===== src/rtl/cmb_mon_pkg.sv =====
// Shared definitions for the cmb toggle monitor: output bit positions,
// controller states and the per-bit counter width derivation.
package cmb_mon_pkg;

  localparam int IDX_Q = 3;
  localparam int IDX_R = 2;
  localparam int IDX_S = 1;
  localparam int IDX_T = 0;

  typedef enum logic {
    RUN  = 1'b0,
    HOLD = 1'b1
  } state_t;

  // A per-bit count never exceeds the window length, so it needs to hold 0..win_len.
  function automatic int cnt_w_f(input int win_len);
    return $clog2(win_len + 1);
  endfunction

endpackage


===== src/rtl/cmb_tgl_ctr.sv =====
// Single per-bit event counter for the toggle monitor: increment, synchronous
// clear, load-zero at report hand-off, and hold while a window is parked.
module cmb_tgl_ctr
  import cmb_mon_pkg::*;
#(
  parameter int CNT_W = 5
) (
  input  logic             clk,
  input  logic             rst_n,
  input  logic             clr,
  input  logic             inc,
  input  logic             zero,
  input  logic             hold,
  output logic [CNT_W-1:0] cnt,
  output logic [CNT_W-1:0] cnt_nxt
);

  // Value including this cycle's event; the report captures it on the closing sample.
  assign cnt_nxt = cnt + CNT_W'(inc);

  always_ff @(posedge clk or negedge rst_n) begin
    if (!rst_n) begin
      cnt <= '0;
    end else if (clr || zero) begin
      cnt <= '0;
    end else if (!hold && inc) begin
      cnt <= cnt_nxt;
    end
  end

endmodule


===== src/rtl/cmb_toggle_monitor.sv =====
// Per-output toggle activity monitor for the cmb benchmark outputs {q,r,s,t}.
// Define CMB_TGL_ONES_EN to add rpt_ones (per-bit count of samples equal to 1).
//
// state | meaning
// RUN   | accepting samples, in_ready=1
// HOLD  | window closed while report buffer busy; counters parked, in_ready=0
module cmb_toggle_monitor
  import cmb_mon_pkg::*;
#(
  parameter  int WIN_LEN = 16,
  localparam int CNT_W   = cnt_w_f(WIN_LEN)
) (
  input  logic               clk,
  input  logic               rst_n,
  input  logic               clr,
  input  logic               in_valid,
  output logic               in_ready,
  input  logic [3:0]         in_data,
  output logic               rpt_valid,
  input  logic               rpt_ready,
  output logic [4*CNT_W-1:0] rpt_tgl,
  output logic [CNT_W+1:0]   rpt_tot
`ifdef CMB_TGL_ONES_EN
  ,
  output logic [4*CNT_W-1:0] rpt_ones
`endif
);

  state_t             state;
  logic [CNT_W-1:0]   smp_cnt;
  logic [3:0]         prev;
  logic               has_prev;
  logic               accept;
  logic               closing;
  logic               buf_free;
  logic               close_load;
  logic               hold_load;
  logic               ctr_zero;
  logic               hold_st;
  logic [3:0]         tgl_inc;
  logic [4*CNT_W-1:0] tgl_cnt;
  logic [4*CNT_W-1:0] tgl_nxt;
  logic [4*CNT_W-1:0] tgl_src;

  function automatic logic [CNT_W+1:0] tot_f(input logic [4*CNT_W-1:0] v);
    logic [CNT_W+1:0] s;
    s = '0;
    for (int i = 0; i < 4; i++) begin
      s = s + (CNT_W+2)'(v[i*CNT_W +: CNT_W]);
    end
    return s;
  endfunction

  assign accept     = in_valid && in_ready;
  assign closing    = accept && (smp_cnt == CNT_W'(WIN_LEN - 1));
  assign buf_free   = !rpt_valid || rpt_ready;
  assign close_load = closing && buf_free;
  assign hold_load  = (state == HOLD) && rpt_valid && rpt_ready;
  assign ctr_zero   = close_load || hold_load;
  assign hold_st    = (state == HOLD);
  assign tgl_inc    = (accept && has_prev) ? (in_data ^ prev) : 4'b0000;
  // Closing sample's own event is not yet in the register, so take the next value.
  assign tgl_src    = close_load ? tgl_nxt : tgl_cnt;

  for (genvar i = 0; i < 4; i++) begin : g_tgl
    cmb_tgl_ctr #(.CNT_W(CNT_W)) u_ctr (
      .clk     (clk),
      .rst_n   (rst_n),
      .clr     (clr),
      .inc     (tgl_inc[i]),
      .zero    (ctr_zero),
      .hold    (hold_st),
      .cnt     (tgl_cnt[i*CNT_W +: CNT_W]),
      .cnt_nxt (tgl_nxt[i*CNT_W +: CNT_W])
    );
  end

  always_ff @(posedge clk or negedge rst_n) begin
    if (!rst_n) begin
      state    <= RUN;
      in_ready <= 1'b1;
      smp_cnt  <= '0;
      prev     <= '0;
      has_prev <= 1'b0;
    end else if (clr) begin
      state    <= RUN;
      in_ready <= 1'b1;
      smp_cnt  <= '0;
      prev     <= '0;
      has_prev <= 1'b0;
    end else begin
      if (accept) begin
        prev     <= in_data;
        has_prev <= 1'b1;
        smp_cnt  <= closing ? '0 : smp_cnt + 1'b1;
      end
      case (state)
        RUN: begin
          if (closing && !buf_free) begin
            state    <= HOLD;
            in_ready <= 1'b0;
          end
        end
        HOLD: begin
          if (hold_load) begin
            state    <= RUN;
            in_ready <= 1'b1;
          end
        end
        default: begin
          state    <= RUN;
          in_ready <= 1'b1;
        end
      endcase
    end
  end

  always_ff @(posedge clk or negedge rst_n) begin
    if (!rst_n) begin
      rpt_valid <= 1'b0;
      rpt_tgl   <= '0;
      rpt_tot   <= '0;
    end else if (clr) begin
      rpt_valid <= 1'b0;
      rpt_tgl   <= '0;
      rpt_tot   <= '0;
    end else if (close_load || hold_load) begin
      rpt_valid <= 1'b1;
      rpt_tgl   <= tgl_src;
      rpt_tot   <= tot_f(tgl_src);
    end else if (rpt_valid && rpt_ready) begin
      rpt_valid <= 1'b0;
    end
  end

`ifdef CMB_TGL_ONES_EN
  logic [3:0]         ones_inc;
  logic [4*CNT_W-1:0] ones_cnt;
  logic [4*CNT_W-1:0] ones_nxt;

  assign ones_inc = accept ? in_data : 4'b0000;

  for (genvar i = 0; i < 4; i++) begin : g_ones
    cmb_tgl_ctr #(.CNT_W(CNT_W)) u_ctr (
      .clk     (clk),
      .rst_n   (rst_n),
      .clr     (clr),
      .inc     (ones_inc[i]),
      .zero    (ctr_zero),
      .hold    (hold_st),
      .cnt     (ones_cnt[i*CNT_W +: CNT_W]),
      .cnt_nxt (ones_nxt[i*CNT_W +: CNT_W])
    );
  end

  always_ff @(posedge clk or negedge rst_n) begin
    if (!rst_n) begin
      rpt_ones <= '0;
    end else if (clr) begin
      rpt_ones <= '0;
    end else if (close_load) begin
      rpt_ones <= ones_nxt;
    end else if (hold_load) begin
      rpt_ones <= ones_cnt;
    end
  end
`else
  // Static-probability counters are not built in this configuration.
`endif

endmodule

===== config.mk =====
export PLATFORM = sky130hd
export DESIGN_NAME = cmb_toggle_monitor
export DESIGN_NICKNAME = d
export VERILOG_FILES = /design/src/rtl/cmb_mon_pkg.sv /design/src/rtl/cmb_tgl_ctr.sv /design/src/rtl/cmb_toggle_monitor.sv
export SDC_FILE = /design/constraint.sdc
export NUM_CORES = 1
export LEC_CHECK = 0
export BUFFER_PORTS_ARGS = -buffer_cell sky130_fd_sc_hd__buf_4
export CAP_MARGIN = 40
export CORE_UTILIZATION = 54
export CTS_CLUSTER_DIAMETER = 150
export DETAILED_ROUTE_END_ITERATION = 12
export PLACE_DENSITY = 0.8
export SYNTH_ARGS = -nofsm -noshare
export SYNTH_HDL_FRONTEND = slang
export SYNTH_SLANG_ARGS = --single-unit
export TNS_END_PERCENT = 10

===== constraint.sdc =====
create_clock -name clk -period 4.3 [get_ports clk]
set_input_delay 0.86 -clock clk [delete_from_list [all_inputs] [get_ports clk]]
set_output_delay 0.86 -clock clk [all_outputs]
set_load 0.05 [all_outputs]

**Yosys cells after proc, flatten, opt, wreduce, memory -nomap -nowiden**

Index checks and enable logic that the tools add are counted.

- Memory bits (read-only): 0
- Output and inout port bits: 29
- Flip-flop bits (word level): 60
- Memories kept: 0
- Bits in latches: 0
- Input bits: 9
- Word-level logic and storage cells: 83
- Memory bits (writable): 0

- Magnitude comparators: 0
- Add/subtract/negate cells: 8
- Equality and inequality tests: 3
- Bitwise gates (word level): 2
- Mux-type cells: 32
- Shifts and indexed selects: 0
- Multiply operators: 0
- Reduce and logical (&&, ||, !) cells: 26
- Divide/modulo/power cells: 0

Operator list:

| cell | count |
|---|---|
| 2-to-1 mux 20 bit | 3 |
| 2-to-1 mux 5 bit | 11 |
| adder 5 x 1 -> 5 bit | 4 |
| 2-to-1 mux 7 bit | 2 |
| logical AND 1 bit | 12 |
| 2-to-1 mux 4 bit | 3 |
| nonzero test 2 bit | 6 |
| 2-to-1 mux 1 bit | 11 |
| adder 6 x 5 -> 7 bit | 1 |
| adder 7 x 5 -> 7 bit | 1 |
| adder 5 x 5 -> 6 bit | 1 |
| adder 5 x 1 -> 5 bit (second input constant) | 1 |
| equality test 5 x 4 -> 1 bit (second input constant) | 1 |
| one-hot mux 1 bit (2 select lines) | 2 |
| XOR 4 bit | 1 |
| zero test 1 bit | 3 |
| logical OR 1 bit | 3 |
| inequality test 3 x 2 -> 1 bit (second input constant) | 1 |
| inequality test 3 bit (second input constant) | 1 |
| nonzero test 3 bit | 1 |
| AND reduction 2 bit | 1 |
| NOT 1 bit | 1 |

**Depth between registers and ports, before layout**

Gate-level depths: netlist (run 1).

- Word-level depth: 10
- Mapped depth: 18
- Mapped depth without buffers: 17

**By module**

Synthesis (run 1) repeated with hierarchy kept, for this count alone.

- Cells, all modules: 309
- Area, all modules: 3,507.1 um^2

By module, submodules not included:

| module | sequential area each (um^2) | area an instance (um^2) | times used | cells an instance |
|---|---|---|---|---|
| cmb_toggle_monitor | 1,002.2 | 2,391.0 | 1 | 201 |
| cmb_tgl_ctr | 125.1 | 279.0 | 4 | 27 |

**Worst setup path after synthesis (run 1)**

No wires, ideal clock.

- Kind: input-to-reg
- From: input in_valid
- To: register rpt_tot[5]
- Library setup time: 0.121 ns
- Stages: 16
- Buffers on the path: 1
- Arrival: 4.201 ns
- Data required time: 4.179 ns
- Setup slack: -0.022 ns
- Cells stage by stage: and2_1 > clkbuf_1 > nand2_1 > nor2_1 > ha_1 > ha_1 > mux2i_1 > fa_1 > fa_1 > inv_1 > ha_1 > fa_1 > a21o_1 > a21oi_1 > xnor2_1 > a22o_1

- Word-level cells in the longest chain between the ends: 10
- Elaborated cells on any way between the ends: 17
- Those cells by class: add/sub (7); mux (4); reduce/logical (6)

Ends and longest elaborated chain:

| what | RTL line | RTL |
|---|---|---|
| start, declared | cmb_toggle_monitor.sv:16 | `input logic in_valid,` |
| logical AND 1 bit (*) | cmb_toggle_monitor.sv:54 | `assign accept = in_valid && in_ready;` |
| logical AND 1 bit | cmb_toggle_monitor.sv:61 | `assign tgl_inc = (accept && has_prev) ? (in_data ^ prev) : 4'b0000;` |
| 2-to-1 mux 4 bit | cmb_toggle_monitor.sv:61 |  |
| adder 5 x 1 -> 5 bit | cmb_tgl_ctr.sv:19 | `assign cnt_nxt = cnt + CNT_W'(inc);` |
| 2-to-1 mux 20 bit | cmb_toggle_monitor.sv:63 | `assign tgl_src = close_load ? tgl_nxt : tgl_cnt;` |
| adder 5 x 5 -> 6 bit | cmb_toggle_monitor.sv:49 | `s = s + (CNT_W+2)'(v[i*CNT_W +: CNT_W]);` |
| adder 6 x 5 -> 7 bit | cmb_toggle_monitor.sv:49 |  |
| adder 7 x 5 -> 7 bit | cmb_toggle_monitor.sv:49 |  |
| 2-to-1 mux 7 bit | cmb_toggle_monitor.sv:127 | `end else if (close_load \|\| hold_load) begin` |
| 2-to-1 mux 7 bit | cmb_toggle_monitor.sv:123 | `end else if (clr) begin` |
| end signal, assigned | cmb_toggle_monitor.sv:130 | `rpt_tot <= tot_f(tgl_src);` |
| end, declared | cmb_toggle_monitor.sv:22 | `output logic [CNT_W+1:0] rpt_tot` |

Mark *: on every way between the ends. The rest lies on a longest branch, timed or not. The select of a mux whose other input is x is not followed.
A chain may end at the register's enable or synchronous reset.

**Worst setup path after layout (run 1)**

Same ends and word-level chain as after synthesis.

==> flow_summary.json, run 1 <==
{
  "run_status": "finished, violations left",
  "violations_in_the_final_reports": "design-rule violations",
  "whs_ps": 491,
  "arrival_ps": 4340,
  "grt_antenna_before_repair": 0,
  "period_share": 0.955,
  "reg2reg_setup_slack_ps": 270,
  "grt.busiest_layer": "met2",
  "setup_viol": 0,
  "timing.critical_path.from_type": "primary input",
  "die_x_microns": 84.8,
  "drt_drc_violations_left": 2,
  "startpoint": "in_valid",
  "drv_slew": 0,
  "die_y_microns": 84.8,
  "dp.final_hpwl_microns": 6440,
  "antenna_violating_nets_post_route": 0,
  "r2r-start": "in_ready$_DFFE_PN1P_",
  "core_area_sq_mm": 0.00649,
  "detail_route.iter0.violations": 270,
  "postSynthAreaPerCell_sq_um": 9.83,
  "timing_hold_violations_final": 0,
  "use_met2": 0.437,
  "synthesis.area_sq_mm": 0.00370,
  "num_vias": 3125,
  "final_cells": 509,
  "critical_path.endpoint_type": "flip-flop",
  "holdCritStartpoint": "rpt_tgl[16]$_DFFE_PN0N_",
  "maximum_clock_frequency_mhz": 244,
  "min_path_type": "flip-flop to flip-flop",
  "grt_util_all_layers": 0.272,
  "synth_async_sr_flop_share": 1.00,
  "cts.hold.buffers_added": 0,
  "grt_setup_unrepaired": "false",
  "drv_cap": 0,
  "placement_rows": 29,
  "ir_drop_mv": 0.174,
  "floorplan.initialDensity": 0.570,
  "grt_first_pass_wirelength_microns": 15100,
  "cts.clk_slew.worst_paths_ps": 60,
  "dpl_cell_area_sq_mm": 0.00414,
  "synth_sequential_area_ratio": 0.406,
  "max_slew_headroom": 0.491,
  "vias_per_cell": 6.14,
  "ios": 38,
  "most_common_cell_after_layout_fill_and_taps_aside": "buf_4",
  "crit_required_ps": 4530,
  "buffer_ports.inserted": 37,
  "grt_pass1_vias": 3145,
  "num-fill-cells": 536,
  "drt_wl_total_microns": 8860,
  "netlist-cell-type-count": 49,
  "post-layout-total-power_mw": 1.07,
  "sum_of_overflow_across_all_layers_after_global_routing": 0,
  "synthesis.nets": 411,
  "min_period_ps": 4110,
  "type_of_the_worst_setup_path": "primary input to flip-flop",
  "finalCoreUtilization": 0.664,
  "critical_path.max_fanout": 4,
  "die-area_sq_mm": 0.00720,
  "cts.sinks": 60,
  "global_routing_usage_on_met3": 0.0409,
  "worst_margin_pin_slew_ps": 764,
  "antennaDiodeCount": 0,
  "clock_tree.buffer_depth": 2,
  "grt_start_max_net_pins": 61,
  "drt_first_pass_iters": 10,
  "timing.reg2reg.worst_path_depth": 15,
  "worstSkewPairLatency_ps": 340,
  "cts-htree-levels": 3,
  "clock_buffer_count_from_cts": 9,
  "holdPathStages": 1,
  "gp_congestion": 0.869,
  "power.density_mw_per_mm2": 249,
  "dpl.cell_count": 492,
  "synth-edff-count": 0,
  "post_drt_wl_per_cell_microns": 17.4,
  "fin_nets": 461,
  "grtUsageMet1": 0.354,
  "power.leakage_nw": 2.02,
  "synth_warnings": 0,
  "postSynth.topFlopCell": "dfrtp_1",
  "final_design_area_no_fill_sq_mm": 0.00431,
  "cts_tree": "done",
  "layout.cells.most_common_list": "buf_4, dfrtp_1, nor2_1, nand2_1, xnor2_1",
  "clk_root_buffer_cell": "clkbuf_8",
  "post_synthesis_cells": 377,
  "postSynthRegisterBits": 60,
  "final.setup_skew_ps": 5.74,
  "area_delta_synth_final_pct": 16.4,
  "fraction_of_final_layout_cells_with_drive_strength_greater_than_1": 0.211
}
## routing by layer
layer	vias up	share of wire
met4	0	0.036
met3	27	0.056
li1	1447	-
met1	1539	0.42
met5	-	0
met2	112	0.49
## repair_timing
item                       in CTS  in global routing
setup endpoints to repair       0                  2
buffers inserted                0                  1
gates resized for setup         0                  2
## area by class of cell
| type | instances | area (sq um) | share of cell area |
|---|---|---|---|
| Clock buffer | 13 | 139 | 0.0322 |
| Clock inverter | 3 | 15.0 | 0.00348 |
| Inverter | 16 | 60.1 | 0.0139 |
| Multi-Input combinational cell | 279 | 2040 | 0.473 |
| Sequential cell | 60 | 1500 | 0.348 |
| Tap cell | 77 | 96.3 | 0.0223 |
| Timing Repair Buffer | 61 | 458 | 0.106 |
## stage by stage
stage | TNS, ps | setup WS, ps
4_1_cts | 0 | 153
6_report | 0 | 193
3_3_place_gp | -67.6 | -67.6
2_1_floorplan | 0 | 14.5
5_1_grt | 0 | 11.0
3_5_place_dp | -297 | -195
## path summary, 6_finish.rpt
| check | endpoint |
|---|---|
| max | rpt_tot[5]$_DFFE_PN0N_ |
| min | rpt_tgl[16]$_DFFE_PN0N_ |
| max reg2reg | rpt_tot[5]$_DFFE_PN0N_ |
| min reg2reg | rpt_tgl[16]$_DFFE_PN0N_ |
| max in group asynchronous | g_tgl[2].u_ctr.cnt[0]$_DFFE_PN0P_ |
| min in group asynchronous | rpt_tgl[4]$_DFFE_PN0N_ |
## worst max-delay path, cell delays in order
cell	delay (ps)
buf_4	110
and2_1	160
nand2_1	120
nor2_1	70
ha_1	200
ha_1	310
mux2i_2	230
fa_1	470
fa_1	530
inv_1	50
ha_1	220
fa_1	400
a21o_1	190
a21oi_2	150
xnor2_1	80
a22o_1	190
## report_power, final
group	switching (mW)	leakage [nW]	internal (mW)
Clock	0.220	0.0812	0.207
Combinational	0.0521	1.11	0.0228
Sequential	0.00336	0.830	0.569
Total	0.276	2.02	0.799
## cells in the mapped netlist (2+ instances only)
| master | number | share of area |
|---|---|---|
| o2bb2ai_1 | 4 | 0.0095 |
| nand3_1 | 12 | 0.016 |
| xnor2_1 | 27 | 0.064 |
| buf_2 | 7 | 0.0095 |
| a221o_1 | 14 | 0.038 |
| nand2_1 | 29 | 0.029 |
| a21oi_1 | 26 | 0.035 |
| and3_1 | 10 | 0.017 |
| inv_1 | 16 | 0.016 |
| mux2i_1 | 3 | 0.0081 |
| a22o_1 | 10 | 0.024 |
| mux2_4 | 3 | 0.012 |
| o21ai_0 | 9 | 0.012 |
| fa_1 | 10 | 0.054 |
| nor3b_1 | 8 | 0.016 |
| nor3_1 | 11 | 0.015 |
| a21oi_2 | 2 | 0.0047 |
| xor2_1 | 7 | 0.017 |
| buf_6 | 2 | 0.0061 |
| o22ai_1 | 5 | 0.0084 |
| a21o_1 | 3 | 0.0061 |
| or4_1 | 8 | 0.016 |
| nor2_1 | 36 | 0.036 |
| clkbuf_1 | 10 | 0.010 |
| nand4_1 | 9 | 0.015 |
| ha_1 | 15 | 0.051 |
| dfrtp_1 | 59 | 0.40 |
## flip-flops by register name, indices dropped and copies added (netlist names)
signal / cells
rpt_valid: 1
rpt_tgl: 20
hold_st: 1
has_prev: 1
g_tgl.u_ctr.cnt: 20
rpt_tot: 7
in_ready: 1
smp_cnt: 5
prev: 4
## kinds of logic (layout without fill, tap and decap cells)
family | after synthesis | after routing | share of synthesized area
multiplexers | 7 | 7 | 0.0233
buffers and inverters | 38 | 93 | 0.0463
adder cells (fa/ha/maj) | 25 | 25 | 0.105
AO/OA/AOI/OAI | 77 | 77 | 0.146
XOR/XNOR | 34 | 34 | 0.0804
flip-flops | 60 | 60 | 0.406
AND/OR/NAND/NOR | 136 | 136 | 0.194
Note: power is estimated with default switching activity, not from simulation.
==> run 2, diff against run 1 <==
Settings changed: CORE_ASPECT_RATIO from default to 1.75, CORE_UTILIZATION 54 to 60, PLACE_DENSITY 0.8 to 0.84.
Clock period 4.3 ns to 5.2 ns, I/O delays scaled along.
==> flow_summary.json, run 2 (synthesis results as in run 1) <==
{
  "run_status": "finished, final reports clean",
  "post_drt_wl_per_cell_microns": 17.6,
  "drv_cap": 0,
  "buffer_ports.inserted": 37,
  "min_period_ps": 4500,
  "placement_rows": 37,
  "critical_path.endpoint_type": "flip-flop",
  "num_vias": 3039,
  "detail_route.iter0.violations": 187,
  "timing.critical_path.from_type": "primary input",
  "critical_path.max_fanout": 7,
  "drt_first_pass_iters": 4,
  "final.setup_skew_ps": 5.88,
  "ir_drop_mv": 0.223,
  "grt_pass1_vias": 3059,
  "dpl_cell_area_sq_mm": 0.00403,
  "clk_root_buffer_cell": "clkbuf_8",
  "area_delta_synth_final_pct": 13.6,
  "cts.clk_slew.worst_paths_ps": 70,
  "grt_start_max_net_pins": 61,
  "dpl.cell_count": 477,
  "die_y_microns": 106,
  "holdCritStartpoint": "rpt_tot[6]$_DFFE_PN0N_",
  "power.leakage_nw": 1.96,
  "reg2reg_setup_slack_ps": 870,
  "grt_setup_unrepaired": "false",
  "totalNegativeSetupSlack_ps": 0,
  "final_cells": 493,
  "cts.hold.buffers_added": 0,
  "gp_congestion": 0.888,
  "drt_drc_violations_left": 0,
  "final_design_area_no_fill_sq_mm": 0.00421,
  "layout.cells.most_common_list": "dfrtp_1, buf_4, nor2_1, nand2_1, xnor2_1",
  "vias_per_cell": 6.16,
  "antenna_violating_nets_post_route": 0,
  "worstSkewPairLatency_ps": 350,
  "ios": 38,
  "most_common_cell_after_layout_fill_and_taps_aside": "dfrtp_1",
  "core_area_sq_mm": 0.00593,
  "arrival_ps": 4740,
  "finalCoreUtilization": 0.710,
  "worst_r2r_endpoint": "rpt_tot[4]$_DFFE_PN0N_",
  "die-area_sq_mm": 0.00651,
  "holdPathStages": 1,
  "antennaDiodeCount": 0,
  "sum_of_overflow_across_all_layers_after_global_routing": 0,
  "cts.sinks": 60,
  "r2r-start": "in_ready$_DFFE_PN1P_",
  "num-fill-cells": 460,
  "fraction_of_final_layout_cells_with_drive_strength_greater_than_1": 0.178,
  "type_of_the_worst_setup_path": "primary input to flip-flop",
  "drt_wl_total_microns": 8700,
  "cts-htree-levels": 3,
  "biggestRegsByFlops": "g_tgl.u_ctr.cnt (20), rpt_tgl (20), rpt_tot (7)",
  "post-layout-total-power_mw": 0.933,
  "grt_util_all_layers": 0.306,
  "min_path_type": "flip-flop to flip-flop",
  "period_share": 0.865,
  "floorplan.initialDensity": 0.625,
  "fin_nets": 444,
  "timing_hold_violations_final": 0,
  "post-cts-setup-buffer-count": 0,
  "die_x_microns": 61.4,
  "max_slew_headroom": 0.490,
  "grt_antenna_before_repair": 0,
  "hold_end": "rpt_tot[6]$_DFFE_PN0N_",
  "power.density_mw_per_mm2": 222,
  "crit_required_ps": 5440,
  "clock_tree.buffer_depth": 2,
  "cts_tree": "done",
  "setup_viol": 0,
  "dp.final_hpwl_microns": 6270,
  "timing.reg2reg.worst_path_depth": 17,
  "drv_slew": 0,
  "grt_first_pass_wirelength_microns": 14400,
  "maximum_clock_frequency_mhz": 222,
  "clock_buffer_count_from_cts": 9,
  "cts.repair.resized": 0,
  "worst_margin_pin_slew_ps": 765
}
## run 2: cell types whose count changed in the layout (fill, tap and decap cells not counted), sizes merged
cell,change
bufinv,+1
clkbuf,-3
buf,-17
clkinv,+2
## run 2: how the worst max path moves through the flow
stage          cells past startpoint                     end     start
2_1_floorplan                     16  rpt_tot[5]$_DFFE_PN0N_  in_valid
3_3_place_gp                      16  rpt_tot[5]$_DFFE_PN0N_  in_valid
3_5_place_dp                      16  rpt_tot[5]$_DFFE_PN0N_  in_valid
4_1_cts                           18  rpt_tot[4]$_DFFE_PN0N_  in_valid
5_1_grt                           18  rpt_tot[4]$_DFFE_PN0N_  in_valid
6_report                          18  rpt_tot[4]$_DFFE_PN0N_  in_valid
## run 2: per-layer routing
| layer | vias up | global-route usage | part of all wire | routed length, microns |
|---|---|---|---|---|
| met5 | - | 0 | 0 | 0 |
| met4 | 0 | 0.189 | 0.045 | 389 |
| met3 | 31 | 0.0523 | 0.043 | 376 |
| met2 | 116 | 0.508 | 0.53 | 4570 |
| met1 | 1482 | 0.352 | 0.39 | 3360 |
| li1 | 1410 | - | - | - |
## run 2: cell type report
cell class	count	area, sq um	share of cell area
Clock inverter	6	55.1	0.0131
Timing Repair Buffer	44	334	0.0794
Multi-Input combinational cell	279	2030	0.483
Sequential cell	60	1500	0.357
Inverter	16	60.1	0.0143
Clock buffer	10	128	0.0303
Tap cell	78	97.6	0.0232
## run 2: stage by stage
stage	hold WS [ps]	worst slack, ps
floorplan	489	698
global placement	473	499
detailed placement	475	357
CTS	494	722
global route	522	466
finish	488	701
## run 2: worst max-delay path, cell delays in order
cell and delay (ps):
buf_4 110, and2_1 260, nand2_1 160, nor2_1 180
ha_1 220, nand2_1 100, inv_1 100, nand2_1 70
xnor2_1 180, fa_1 540, inv_1 50, fa_1 490
inv_1 60, ha_1 290, a211oi_1 400, nor2_1 130
xor2_1 150, a22o_1 200
## run 2: power by group
| part | switching (mW) | leakage (nW) | internal (mW) | total [mW] |
|---|---|---|---|---|
| Clock | 0.183 | 0.0996 | 0.217 | 0.400 |
| Sequential | 0.00287 | 0.830 | 0.470 | 0.473 |
| Combinational | 0.0423 | 1.03 | 0.0177 | 0.0599 |
| Total | 0.228 | 1.96 | 0.705 | 0.933 |
